File: src/rtl/spi_slave.sv
`default_nettype none
// ============================================================================
// Module   : spi_slave
// Brief    : SPI mode-0 responder, MSB first, oversampled on clk_i, with a
//            one-word transmit buffer and a pulsed receive strobe.
// Revision : 1.0 - initial release
// ============================================================================
module spi_slave #(
    parameter int DATA_W      = 8,
    parameter int SYNC_STAGES = 2
) (
    input  logic              clk_i,
    input  logic              reset_i,
    input  logic              sclk_i,
    input  logic              ss_n_i,
    input  logic              mosi_i,
    output logic              miso_o,
    output logic              miso_oe_o,
    input  logic [DATA_W-1:0] tx_data_i,
    input  logic              tx_valid_i,
    output logic              tx_ready_o,
    output logic [DATA_W-1:0] rx_data_o,
    output logic              rx_valid_o,
    output logic              tx_underrun_o,
    output logic              busy_o
);

    localparam int                 c_cnt_w    = (DATA_W > 1) ? $clog2(DATA_W) : 1;
    localparam logic [c_cnt_w-1:0] c_last_bit = c_cnt_w'(DATA_W - 1);

    typedef enum logic [0:0] {
        S_IDLE   = 1'b0,
        S_ACTIVE = 1'b1
    } state_t;

    logic [SYNC_STAGES-1:0] r_sclk_sync;
    logic [SYNC_STAGES-1:0] r_ss_sync;
    logic [SYNC_STAGES-1:0] r_mosi_sync;
    logic                   r_sclk_d;
    logic                   r_ss_d;

    state_t                 r_state;
    logic [c_cnt_w-1:0]     r_bit_cnt;
    logic                   r_word_done;
    logic [DATA_W-1:0]      r_tx_buf;
    logic                   r_tx_full;
    logic [DATA_W-1:0]      r_tx_shift;
    logic [DATA_W-1:0]      r_rx_shift;
    logic [DATA_W-1:0]      r_rx_data;
    logic                   r_rx_valid;
    logic                   r_tx_underrun;
    logic                   r_miso_oe;

    logic                   w_sclk;
    logic                   w_ss_n;
    logic                   w_mosi;
    logic                   w_sclk_rise;
    logic                   w_sclk_fall;
    logic                   w_ss_fall;
    logic                   w_ss_rise;
    logic                   w_tx_load;
    logic [DATA_W-1:0]      w_next_word;

    // Synchronizers reset to the bus idle levels so release never fakes an edge
    always_ff @(posedge clk_i or negedge reset_i) begin
        if (!reset_i) begin
            r_sclk_sync <= '0;
            r_ss_sync   <= '1;
            r_mosi_sync <= '0;
            r_sclk_d    <= 1'b0;
            r_ss_d      <= 1'b1;
        end else begin
            r_sclk_sync <= {r_sclk_sync[SYNC_STAGES-2:0], sclk_i};
            r_ss_sync   <= {r_ss_sync[SYNC_STAGES-2:0], ss_n_i};
            r_mosi_sync <= {r_mosi_sync[SYNC_STAGES-2:0], mosi_i};
            r_sclk_d    <= r_sclk_sync[SYNC_STAGES-1];
            r_ss_d      <= r_ss_sync[SYNC_STAGES-1];
        end
    end

    assign w_sclk      = r_sclk_sync[SYNC_STAGES-1];
    assign w_ss_n      = r_ss_sync[SYNC_STAGES-1];
    assign w_mosi      = r_mosi_sync[SYNC_STAGES-1];
    assign w_sclk_rise = w_sclk & ~r_sclk_d;
    assign w_sclk_fall = ~w_sclk & r_sclk_d;
    assign w_ss_fall   = ~w_ss_n & r_ss_d;
    assign w_ss_rise   = w_ss_n & ~r_ss_d;
    assign w_tx_load   = tx_valid_i & ~r_tx_full;
    assign w_next_word = r_tx_full ? r_tx_buf : '0;

    always_ff @(posedge clk_i or negedge reset_i) begin
        if (!reset_i) begin
            r_state       <= S_IDLE;
            r_bit_cnt     <= '0;
            r_word_done   <= 1'b0;
            r_tx_buf      <= '0;
            r_tx_full     <= 1'b0;
            r_tx_shift    <= '0;
            r_rx_shift    <= '0;
            r_rx_data     <= '0;
            r_rx_valid    <= 1'b0;
            r_tx_underrun <= 1'b0;
            r_miso_oe     <= 1'b0;
        end else begin
            r_rx_valid    <= 1'b0;
            r_tx_underrun <= 1'b0;
            case (r_state)
                S_IDLE: begin
                    if (w_ss_fall) begin
                        r_state       <= S_ACTIVE;
                        r_bit_cnt     <= '0;
                        r_word_done   <= 1'b0;
                        r_miso_oe     <= 1'b1;
                        r_tx_shift    <= w_next_word;
                        r_tx_full     <= 1'b0;
                        r_tx_underrun <= ~r_tx_full;
                    end
                end
                S_ACTIVE: begin
                    // Deselect outranks any sclk edge seen in the same cycle
                    if (w_ss_rise) begin
                        r_state     <= S_IDLE;
                        r_bit_cnt   <= '0;
                        r_rx_shift  <= '0;
                        r_word_done <= 1'b0;
                        r_miso_oe   <= 1'b0;
                        r_tx_shift  <= '0;
                    end else if (w_sclk_rise) begin
                        r_rx_shift <= {r_rx_shift[DATA_W-2:0], w_mosi};
                        if (r_bit_cnt == c_last_bit) begin
                            r_bit_cnt   <= '0;
                            r_word_done <= 1'b1;
                            r_rx_data   <= {r_rx_shift[DATA_W-2:0], w_mosi};
                            r_rx_valid  <= 1'b1;
                        end else begin
                            r_bit_cnt <= r_bit_cnt + 1'b1;
                        end
                    end else if (w_sclk_fall) begin
                        if (r_word_done) begin
                            r_word_done   <= 1'b0;
                            r_tx_shift    <= w_next_word;
                            r_tx_full     <= 1'b0;
                            r_tx_underrun <= ~r_tx_full;
                        end else begin
                            r_tx_shift <= {r_tx_shift[DATA_W-2:0], 1'b0};
                        end
                    end
                end
                default: r_state <= S_IDLE;
            endcase
            // A load only happens into an empty buffer, so any same-cycle
            // consume above has already taken the old (empty) contents.
            if (w_tx_load) begin
                r_tx_buf  <= tx_data_i;
                r_tx_full <= 1'b1;
            end
        end
    end

    assign miso_o        = r_tx_shift[DATA_W-1];
    assign miso_oe_o     = r_miso_oe;
    assign tx_ready_o    = ~r_tx_full;
    assign rx_data_o     = r_rx_data;
    assign rx_valid_o    = r_rx_valid;
    assign tx_underrun_o = r_tx_underrun;
    assign busy_o        = (r_state == S_ACTIVE);

endmodule
`default_nettype wire

File: config.mk
export PLATFORM = sky130hd
export DESIGN_NAME = spi_slave
export DESIGN_NICKNAME = d
export VERILOG_FILES = /design/src/rtl/spi_slave.sv
export SDC_FILE = /design/constraint.sdc
export NUM_CORES = 1
export LEC_CHECK = 0
export ABC_AREA = 0
export BUFFER_PORTS_ARGS = -buffer_cell sky130_fd_sc_hd__buf_2
export CELL_PAD_IN_SITES_DETAIL_PLACEMENT = 0
export CELL_PAD_IN_SITES_GLOBAL_PLACEMENT = 1
export CORE_MARGIN = 1
export CORE_UTILIZATION = 41
export CTS_CLUSTER_DIAMETER = 150
export DETAILED_ROUTE_END_ITERATION = 10
export PLACE_DENSITY_LB_ADDON = 0.2
export SLEW_MARGIN = 20
export SYNTH_ARGS = -nofsm -noshare
export SYNTH_HDL_FRONTEND = slang
export SYNTH_SLANG_ARGS = --single-unit
File: constraint.sdc
create_clock -name clk_i -period 1.41 [get_ports clk_i]
set_input_delay 0.282 -clock clk_i [delete_from_list [all_inputs] [get_ports clk_i]]
set_output_delay 0.282 -clock clk_i [all_outputs]
set_load 0.03 [all_outputs]
==> summary.md, run 1 <==
| Metric | Value |
|---|---|
| Final worst slack | `-95.15 ps` |
| CP Capture Type | `register` |
| DR iter-0 viols | `97` |
| Root Buffer | `clkbuf_8` |
| DP HPWL | `2619 microns` |
| Leak | `0.001316 uW` |
| Tcrit/Tclk final | `1.067` |
| Critical Path AT | `1700 ps` |
| Mapped Area | `2038 sq um` |
| Initial antenna violation count | `0` |
| CTS sink cnt | `48` |
| CP Launch Type | `register` |
| Synthesized instance count | `161` |
| Core ar. | `4755 sq um` |
| Vias/cell | `5.053` |
| Vias in the first global route | `1,487` |
| Total track usage | `0.1776` |
| WL/cell | `14.29 microns` |
| Fin cells | `283` |
| Worst Path Required | `1600 ps` |
| Reg area | `1207 sq um` |
| Final Hold Fails | `0` |
| YS warnings | `0` |
| Power Density | `1456 nW/um^2` |
| Row count | `25` |
| Number of I/O port buffers | `27` |
| Prevailing post-synth register cell | `dfrtp_1` |
| Max transition margin | `0.8193` |
| Final ANT Viol Nets | `0` |
| Clock Latency Late Sink | `310 ps` |
| CTS clk-pin slew, worst paths | `80 ps` |
| Die W | `72.51 microns` |
| CP max FO | `10` |
| Worst min-delay path class | `input port to register` |
| Worst hold slack | `68.47 ps` |
| Post-synthesis sequential area ratio | `0.5912` |
| Die H | `72.51 microns` |
| GPL Wtd Cong | `0.8174` |
| # fillers | `440` |
| H-tree depth | `2` |
| Global route overflow | `0` |
| N_diodes | `0` |
| Fmax | `664.4 MHz` |
| Number of synthesized flops with an enable pin | `0` |
| Die ar. | `5257 sq um` |
| Placed insts | `265` |
| Critical path class | `register to register` |
| Final min period | `1505 ps` |
| TritonCTS clock tree | `built` |
| Nets | `231` |
| Synth Net Count | `177` |
| Drt total wl | `4044 microns` |
| Number of buffers created by CTS | `5` |
| Longest Clk Path Bufs | `2` |
| Synth cell types | `29` |
| Final Setup Violations | `17` |
| Multi-input logic area | `895.9 sq um` |
| Max-cap viol count | `0` |
| Slew Limit Fails | `0` |
| Slew @ Worst Pin | `271.1 ps` |
| Initial DRT Pass Iterations | `4` |
| First-pass GRT wire length | `7079 microns` |
| Status | `finished, violations left` |
| DR vias | `1,430` |
| Failing checks | `setup timing` |
| Yosys reg bits | `48` |
| Setup TNS | `-1227 ps` |
| Share of layout cells above drive strength 1 | `0.4954` |
| Largest net degree at the start of global routing | `49` |
| Final Core Density | `0.5642` |
| Asr flop ratio synth | `1.000` |
| Starting Density | `0.4287` |
| Clock skew | `8.881 ps` |
| Area growth, synth to finish | `31.61%` |
| RSZ-0062 raised after global routing | `yes` |
| DRC | `0` |
| IO Pins | `28` |
| Synth Area per Inst | `12.66 sq um` |
| IR drop worst, VDD | `0.0007937 V` |
cells in the mapped netlist (4+ instances only):
library cell  number  area [sq um]
a22oi_1            5         37.54
nor2_1             4         15.01
nor2b_1            6         37.54
a21oi_1            4         20.02
buf_2              5         25.02
mux2_2             8         90.09
mux2_4             8         120.1
mux2_1             8         90.09
dfrtp_1           45          1126
a22o_1             7         61.31
o21ai_0            7         35.03
o211ai_1           6         45.04
nand2_1           19         71.32
sequential cells by signal, summed over array words and instances (netlist names):
name,flops
r_ss_sync,2
r_tx_full,1
r_bit_cnt,3
rx_data_o,8
r_sclk_d,1
r_ss_d,1
r_word_done,1
tx_underrun_o,1
busy_o,1
r_tx_shift,8
rx_valid_o,1
r_sclk_sync,2
r_rx_shift,7
miso_oe_o,1
r_tx_buf,8
r_mosi_sync,2
logic make-up (layout without fill, tap and decap cells):
family	after synthesis	count (layout)	share of synthesized area
flops	48	48	0.5912
simple gates	38	38	0.09638
compound gates	37	37	0.1240
mux	24	24	0.1473
fa+ha+maj	2	2	0.01228
buf+inv	12	67	0.02885
cell type report:
cell class	count	share of cell area
inverter	3	0.004198
timing repair buffer	56	0.1455
clock buffer	7	0.03218
tap	67	0.03125
clock inverter	1	0.002799
sequential	48	0.4501
multi-input combinational	101	0.3340
path summary, 6_finish.rpt:
path / slack [ps] / from / endpoint / depth (start not counted)
worst max-delay path: -100 / r_ss_d / rx_data_o[7] / 4
min in group asynchronous: 470 / reset_i / rx_data_o[2] / 3
worst min register to register: 350 / r_sclk_sync[0] / r_sclk_sync[1] / 0
worst min-delay path: 70 / ss_n_i / r_ss_sync[0] / 1
worst max register to register: -100 / r_ss_d / rx_data_o[7] / 4
max in group asynchronous: 640 / reset_i / r_ss_d / 3
worst max-delay path, cell delays in order (launching register included):
cell,delay [ps]
dfstp_2,610
nand2b_4,150
and3_4,220
nand2_8,100
mux2_4,310
placed cells by master (no fill, tap or decap), types with 3 or more instances in the layout:
cell and count:
mux2_4 16, nor2b_1 3, buf_4 21, inv_1 3
o211ai_1 6, a22o_1 7, buf_2 27, nor2_1 4
o21ai_4 3, clkbuf_8 6, o21ai_0 6, buf_6 6
nand2_1 18, a22oi_1 5, dfstp_2 3, dfrtp_1 43
a31oi_1 3, mux2_2 8
per-layer routing:
layer | vias to the layer above | track usage | routed length, microns
li1 | 680 | - | -
met4 | 0 | 0.06536 | 41
met3 | 4 | 0.05000 | 147
met1 | 715 | 0.2263 | 1842
met5 | - | 0 | 0
met2 | 31 | 0.2887 | 2013
power by group:
group / internal [uW] / total (uW) / switching, uW
sequential: 1670 / 1880 / 206
clock: 399 / 854 / 455
combinational: 673 / 1180 / 503
total: 2740 / 3910 / 1160
stage by stage:
stage | setup WS, ps | instance area (sq um) | power, uW
2_1_floorplan | -63.19 | 2057 | 2489
3_3_place_gp | -103.9 | 2384 | 2798
3_5_place_dp | -135.0 | 2384 | 2845
4_1_cts | -93.32 | 2620 | 3864
5_1_grt | -133.5 | 2683 | 4151
6_report | -95.15 | 2683 | 3906
timing repair:
action,in CTS,in global routing
hold buffers,1,0
buffers inserted,7,2
pin swaps,4,7
gates cloned,0,1
gates resized for setup,20,15
endpoints found under the setup margin,18,30
endpoints found under the hold margin,45,0
Power figures use the tool's default switching activity.
==> inputs of run 2 (changes only) <==
--- a/config.mk
+++ b/config.mk
@@ -7,10 +7,10 @@
 export LEC_CHECK = 0
 export ABC_AREA = 0
 export BUFFER_PORTS_ARGS = -buffer_cell sky130_fd_sc_hd__buf_2
-export CELL_PAD_IN_SITES_DETAIL_PLACEMENT = 0
-export CELL_PAD_IN_SITES_GLOBAL_PLACEMENT = 1
+export CELL_PAD_IN_SITES_DETAIL_PLACEMENT = 2
+export CELL_PAD_IN_SITES_GLOBAL_PLACEMENT = 2
 export CORE_MARGIN = 1
-export CORE_UTILIZATION = 41
+export CORE_UTILIZATION = 34
 export CTS_CLUSTER_DIAMETER = 150
 export DETAILED_ROUTE_END_ITERATION = 10
 export PLACE_DENSITY_LB_ADDON = 0.2
==> summary.md, run 2 (same netlist as run 1, synthesis figures left out) <==
| Metric | Value |
|---|---|
| Status | `finished, violations left` |
| Failing checks | `setup timing` |
| Hold path endpoint | `r_ss_sync[0]` |
| Hold path start | `ss_n_i` |
| Min-Delay Path Depth | `1 (unchanged)` |
| # fillers | `546 (+24%)` |
| DR vias | `1,488 (+4.1%)` |
| Max transition margin | `0.8264 (+0.007167)` |
| Initial antenna violation count | `0 (unchanged)` |
| Drt total wl | `5310 microns (+31%)` |
| Final Setup Violations | `19 (+2)` |
| First-pass GRT wire length | `8790 microns (+24%)` |
| Worst min-delay path class | `input port to register` |
| Starting Density | `0.3613 (-0.06741)` |
| Critical Path AT | `1680 ps (-20 ps)` |
| Total track usage | `0.1844 (+0.006792)` |
| Die H | `79.43 microns (+9.5%)` |
| TritonCTS clock tree | `built` |
| Nets | `232 (+0.43%)` |
| Die W | `79.43 microns (+9.5%)` |
| Fmax | `666.1 MHz (+0.26%)` |
| WL/cell | `18.37 microns (+29%)` |
| Clock Latency Late Sink | `300 ps (about the same)` |
| Clock skew | `5.889 ps (-2.992 ps)` |
| Commonest non-fill, non-tap cell in the layout | `dfrtp_1` |
| Setup TNS | `-1403 ps (-176.3 ps)` |
| Final worst slack | `-91.21 ps (+3.943 ps)` |
| DP HPWL | `3373 microns (+29%)` |
| CP cell instances | `nand2b_4, and3_4, nand2_8, mux2_4` |
| Global route overflow | `0 (unchanged)` |
| Slew Limit Fails | `0 (unchanged)` |
| Tcrit/Tclk final | `1.065 (-0.002796)` |
| Vias in the first global route | `1,705 (+15%)` |
| Row count | `27 (+8.0%)` |
| Die ar. | `6308 sq um (+20%)` |
| CP Capture Type | `register` |
| Reg2reg setup slack | `-90 ps (about the same)` |
| Capture point of the worst reg-to-reg path | `rx_data_o[1]` |
| Share of layout cells above drive strength 1 | `0.4654 (-0.02993)` |
| CTS sink cnt | `48 (unchanged)` |
| DRC | `0 (unchanged)` |
| Power Density | `1480 nW/um^2 (+1.7%)` |
| Vias/cell | `5.149 (+1.9%)` |
| Multi-input logic area | `875.8 sq um (-2.2%)` |
| Number of I/O port buffers | `27 (unchanged)` |
| IO Pins | `28 (unchanged)` |
| R2R cell count | `4 (unchanged)` |
| IR drop worst, VDD | `0.0007041 V (-11%)` |
| CP Launch Type | `register` |
| Slowest CP cell | `dfstp_2` |
| Final Hold Fails | `0 (unchanged)` |
| Number of buffers created by CTS | `5 (unchanged)` |
| N_diodes | `0 (unchanged)` |
| Worst reg2reg startpoint | `r_ss_d` |
| Root Buffer | `clkbuf_8` |
| CTS clk-pin slew, worst paths | `90 ps (about the same)` |
| Core ar. | `5642 sq um (+19%)` |
| Max-cap viol count | `0 (unchanged)` |
| Most frequent cells in the layout | `44 x dfrtp_1, 26 x buf_2, 24 x buf_4` |
| Final ANT Viol Nets | `0 (unchanged)` |
| Largest net degree at the start of global routing | `49 (unchanged)` |
| Critical path class | `register to register` |
| Leak | `0.001326 uW (+0.77%)` |
| Reg area | `1206 sq um (-0.10%)` |
| Area growth, synth to finish | `31.86%` |
| Final min period | `1501 ps (-3.942 ps)` |
| Longest Clk Path Bufs | `2 (unchanged)` |
| CP max FO | `10 (unchanged)` |
| CP peak stage delay | `610 ps (about the same)` |
| Slew @ Worst Pin | `259.2 ps (-11.92 ps)` |
| DR iter-0 viols | `85 (-12%)` |
| Final Core Density | `0.4764 (-0.08783)` |
| GPL Wtd Cong | `0.7859 (-3.9%)` |
| RSZ-0062 raised after global routing | `yes` |
| Worst Path Required | `1590 ps (about the same)` |
| Initial DRT Pass Iterations | `4 (unchanged)` |
| H-tree depth | `2 (unchanged)` |
[run 2: routing by layer]
layer	up-vias	global-route usage	wire length [microns]
li1	677	-	-
met1	777	0.2221	2311
met2	28	0.3316	2799
met3	6	0.03086	128
met4	0	0.05818	70
met5	-	0	0
[run 2: worst max-delay path: cells and delay by family, from the launching register on]
kind	cells	cell delay [ps]
multiplexers	1	310
AND/OR/NAND/NOR	3	480
flip-flops	1	610
[run 2: worst max path at each step]
stage / to / startpoint / cells past startpoint
2_1_floorplan: rx_data_o[0] / r_ss_d / 5
3_3_place_gp: r_tx_shift[7] / r_ss_sync[1] / 4
3_5_place_dp: r_tx_shift[5] / r_ss_sync[1] / 4
4_1_cts: r_tx_shift[1] / r_ss_d / 5
5_1_grt: r_tx_shift[4] / r_ss_d / 5
6_report: rx_data_o[1] / r_ss_d / 4
[run 2: layout make-up]
type                            instances  share of cell area
Inverter                                3            0.004190
Clock buffer                            8             0.03352
Sequential cell                        48              0.4488
Tap cell                               72             0.03352
Timing Repair Buffer                   57              0.1541
Multi-Input combinational cell        101              0.3259
[run 2: through the flow]
step | total power [uW] | cell area (sq um) | instances | hold slack (ps) | setup WS, ps
final | 3978 | 2688 | 289 | 78.43 | -91.21
after global routing | 4215 | 2688 | 289 | 57.04 | -169.0
after CTS | 3918 | 2629 | 286 | 70.72 | -88.68
after detailed placement | 2901 | 2390 | 270 | 297.0 | -188.1
after global placement | 2795 | 2390 | 270 | 284.2 | -95.77
after floorplan | 2489 | 2057 | 161 | -13.59 | -63.19
[run 2: report_power, final]
group          internal, uW  leakage [uW]  switching [uW]  total, uW
Clock                   401     0.0000455             452        853
Combinational           673      0.000670             558       1230
Sequential             1670      0.000610             224       1900
Total                  2740       0.00133            1230       3980
[run 2: repair_timing]
item	CTS	global route
hold endpoints to repair	45	0
setup endpoints to repair	22	30
hold buffers	1	0
pin swaps	6	3
gates resized for setup	17	9
buffers inserted	7	3
==> inputs of run 3 (changes only) <==
--- a/config.mk
+++ b/config.mk
@@ -14,6 +14,7 @@
 export CTS_CLUSTER_DIAMETER = 150
 export DETAILED_ROUTE_END_ITERATION = 10
 export PLACE_DENSITY_LB_ADDON = 0.2
+export SETUP_SLACK_MARGIN = 0.05
 export SLEW_MARGIN = 20
 export SYNTH_ARGS = -nofsm -noshare
 export SYNTH_HDL_FRONTEND = slang
==> summary.md, run 3 (same netlist as run 1, synthesis figures left out) <==
| Metric | Value |
|---|---|
| Status | `finished, violations left` |
| Failing checks | `setup timing` |
| Reg area | `1206 sq um (unchanged)` |
| Initial antenna violation count | `0 (unchanged)` |
| Root Buffer | `clkbuf_8` |
| Clock skew | `14.21 ps (+8.319 ps)` |
| Initial DRT Pass Iterations | `4 (unchanged)` |
| CP peak stage delay | `600 ps (about the same)` |
| Vias in the first global route | `1,760 (+3.2%)` |
| Number of I/O port buffers | `27 (unchanged)` |
| RSZ-0062 raised after global routing | `yes` |
| Sw Ratio | `0.3233 (+0.01316)` |
| Final min period | `1537 ps (+36.15 ps)` |
| Worst Setup SP | `r_ss_d` |
| Worst Path Required | `1590 ps (about the same)` |
| TritonCTS clock tree | `built` |
| N_diodes | `0 (unchanged)` |
| DR vias | `1,521 (+2.2%)` |
| Max transition margin | `0.6705 (-0.1559)` |
| Slew @ Worst Pin | `494.2 ps (+235.1 ps)` |
| Clock Latency Late Sink | `300 ps (about the same)` |
| Core ar. | `5642 sq um (unchanged)` |
| Last element of the critical path | `rx_data_o[7]` |
| Number of buffers created by CTS | `5 (unchanged)` |
| Final ANT Viol Nets | `0 (unchanged)` |
| DP HPWL | `3514 microns (+4.2%)` |
| Final Setup Violations | `21 (+2)` |
| Slowest CP cell | `dfstp_2` |
| H-tree depth | `2 (unchanged)` |
| Multi-input logic area | `932.1 sq um (+6.4%)` |
| Vias/cell | `5.121 (-0.54%)` |
| Worst min-delay path class | `input port to register` |
| Power Density | `1495 nW/um^2 (+1.0%)` |
| Final worst slack | `-127.4 ps (-36.15 ps)` |
| DRC | `0 (unchanged)` |
| CP max FO | `5 (-5)` |
| Starting Density | `0.3613 (unchanged)` |
| P_int | `2857 uW (+4.1%)` |
| Max-cap viol count | `0 (unchanged)` |
| Nets | `240 (+3.4%)` |
| Final Core Density | `0.5003 (+0.02395)` |
| Sequential power share | `0.451 (-0.025)` |
| IR drop worst, VDD | `0.0006811 V (-3.3%)` |
| Critical path class | `register to register` |
| Reg2reg setup slack | `-130 ps (-40 ps)` |
| R2R cell count | `4 (unchanged)` |
| Most frequent cells in the layout | `44 x dfrtp_1, 25 x buf_4, 25 x buf_2` |
| Final Hold Fails | `0 (unchanged)` |
| Die H | `79.43 microns (unchanged)` |
| Clock Power Share | `0.199 (-0.015)` |
| Total track usage | `0.1974 (+0.01295)` |
| Capture point of the worst reg-to-reg path | `rx_data_o[7]` |
| Tcrit/Tclk final | `1.090 (+0.02564)` |
| Row count | `27 (unchanged)` |
| Die W | `79.43 microns (unchanged)` |
| # fillers | `545 (-0.18%)` |
| Die ar. | `6308 sq um (unchanged)` |
| Fmax | `650.5 MHz (-2.4%)` |
| Leak | `0.001402 uW (+5.7%)` |
| WL/cell | `20.16 microns (+9.7%)` |
| NetSw | `1365 uW (+11%)` |
| CP cell instances | `nand2b_4, and3_4, nand2_8, mux2_4` |
| CTS sink cnt | `48 (unchanged)` |
| CP Capture Type | `register` |
| Longest Clk Path Bufs | `2 (unchanged)` |
| DR iter-0 viols | `36 (-58%)` |
| CTS clk-pin slew, worst paths | `90 ps (about the same)` |
| Global route overflow | `0 (unchanged)` |
| Overall Power | `4221 uW (+6.1%)` |
| Slew Limit Fails | `0 (unchanged)` |
| Largest net degree at the start of global routing | `33 (-33%)` |
| Drt total wl | `5987 microns (+13%)` |
| GPL Wtd Cong | `0.8207 (+4.4%)` |
| CP Launch Type | `register` |
| Worst hold slack | `67.14 ps (-11.28 ps)` |
| Commonest non-fill, non-tap cell in the layout | `dfrtp_1` |
| IO Pins | `28 (unchanged)` |
| Share of layout cells above drive strength 1 | `0.5333 (+0.06790)` |
| Area growth, synth to finish | `38.49%` |
| Worst reg2reg startpoint | `r_ss_d` |
| Combinational power share | `0.349 (+0.040)` |
| First-pass GRT wire length | `9266 microns (+5.4%)` |
| Critical Path AT | `1720 ps (+40 ps)` |
run 3: cell count changes in the layout (fill, tap and decap cells not counted), moves of 2 or more:
| cell | previous run | this run |
|---|---|---|
| buf_6 | 3 | 10 |
| clkbuf_1 | 2 | 0 |
| inv_1 | 3 | 1 |
| o21ai_2 | 0 | 3 |
| mux2_2 | 8 | 3 |
| mux2_4 | 16 | 21 |
| o21ai_1 | 3 | 1 |
run 3: area by class of cell:
class / count / area share
Clock buffer: 5 / 0.02438
Clock inverter: 3 / 0.007535
Inverter: 3 / 0.004876
Multi-Input combinational cell: 102 / 0.3302
Sequential cell: 48 / 0.4273
Tap cell: 72 / 0.03191
Timing Repair Buffer: 64 / 0.1738
run 3: per-stage QoR:
step	instances	setup TNS (ps)	instance area (sq um)	worst slack, ps
global placement	269	-1583	2395	-99.38
CTS	292	-1561	2733	-103.4
finish	297	-1787	2823	-127.4
floorplan	161	-807.8	2069	-60.63
detailed placement	269	-3140	2395	-224.5
global route	297	-3195	2823	-199.9
run 3: worst min path at each step:
| stage | startpoint | end | slack (ps) | cells past startpoint |
|---|---|---|---|---|
| detailed placement | reset_i | rx_data_o[2] | 240 | 1 |
| finish | ss_n_i | r_ss_sync[0] | 70 | 1 |
| global placement | reset_i | rx_data_o[2] | 220 | 1 |
| global route | ss_n_i | r_ss_sync[0] | 50 | 1 |
| CTS | ss_n_i | r_ss_sync[0] | 50 | 1 |
| floorplan | reset_i | busy_o | -10 | 0 |
run 3: power groups by stage:
stage	Combinational (uW)	Clock, uW	Sequential [uW]
final	1480	840	1910
after global placement	915	0	1890
after floorplan	615	0	1880
after detailed placement	983	0	1910
after CTS	1280	878	1890
after global routing	1600	925	1950
run 3: what timing repair did:
action / 4_1_cts / 5_1_grt
cloned: 1 / 1
setup buffers: 13 / 6
hold buffers: 1 / 0
endpoints found under the hold margin: 13 / 0
endpoints found under the setup margin: 31 / 40
resized for setup: 33 / 19
pin swaps: 9 / 7
run 3: worst max-delay path: cells and delay by family (launching register included):
kind          cells  cell delay [ps]
flops             1              600
simple gates      3              500
mux               1              300
run 3: metal layers:
metal / global-route usage / vias up / share of wire / wire (microns)
met5: 0 / - / 0 / 0
met4: 0.06000 / 0 / 0.0073 / 44
met3: 0.04800 / 6 / 0.033 / 199
met2: 0.3556 / 28 / 0.53 / 3194
met1: 0.2285 / 787 / 0.43 / 2549
li1: - / 700 / - / -
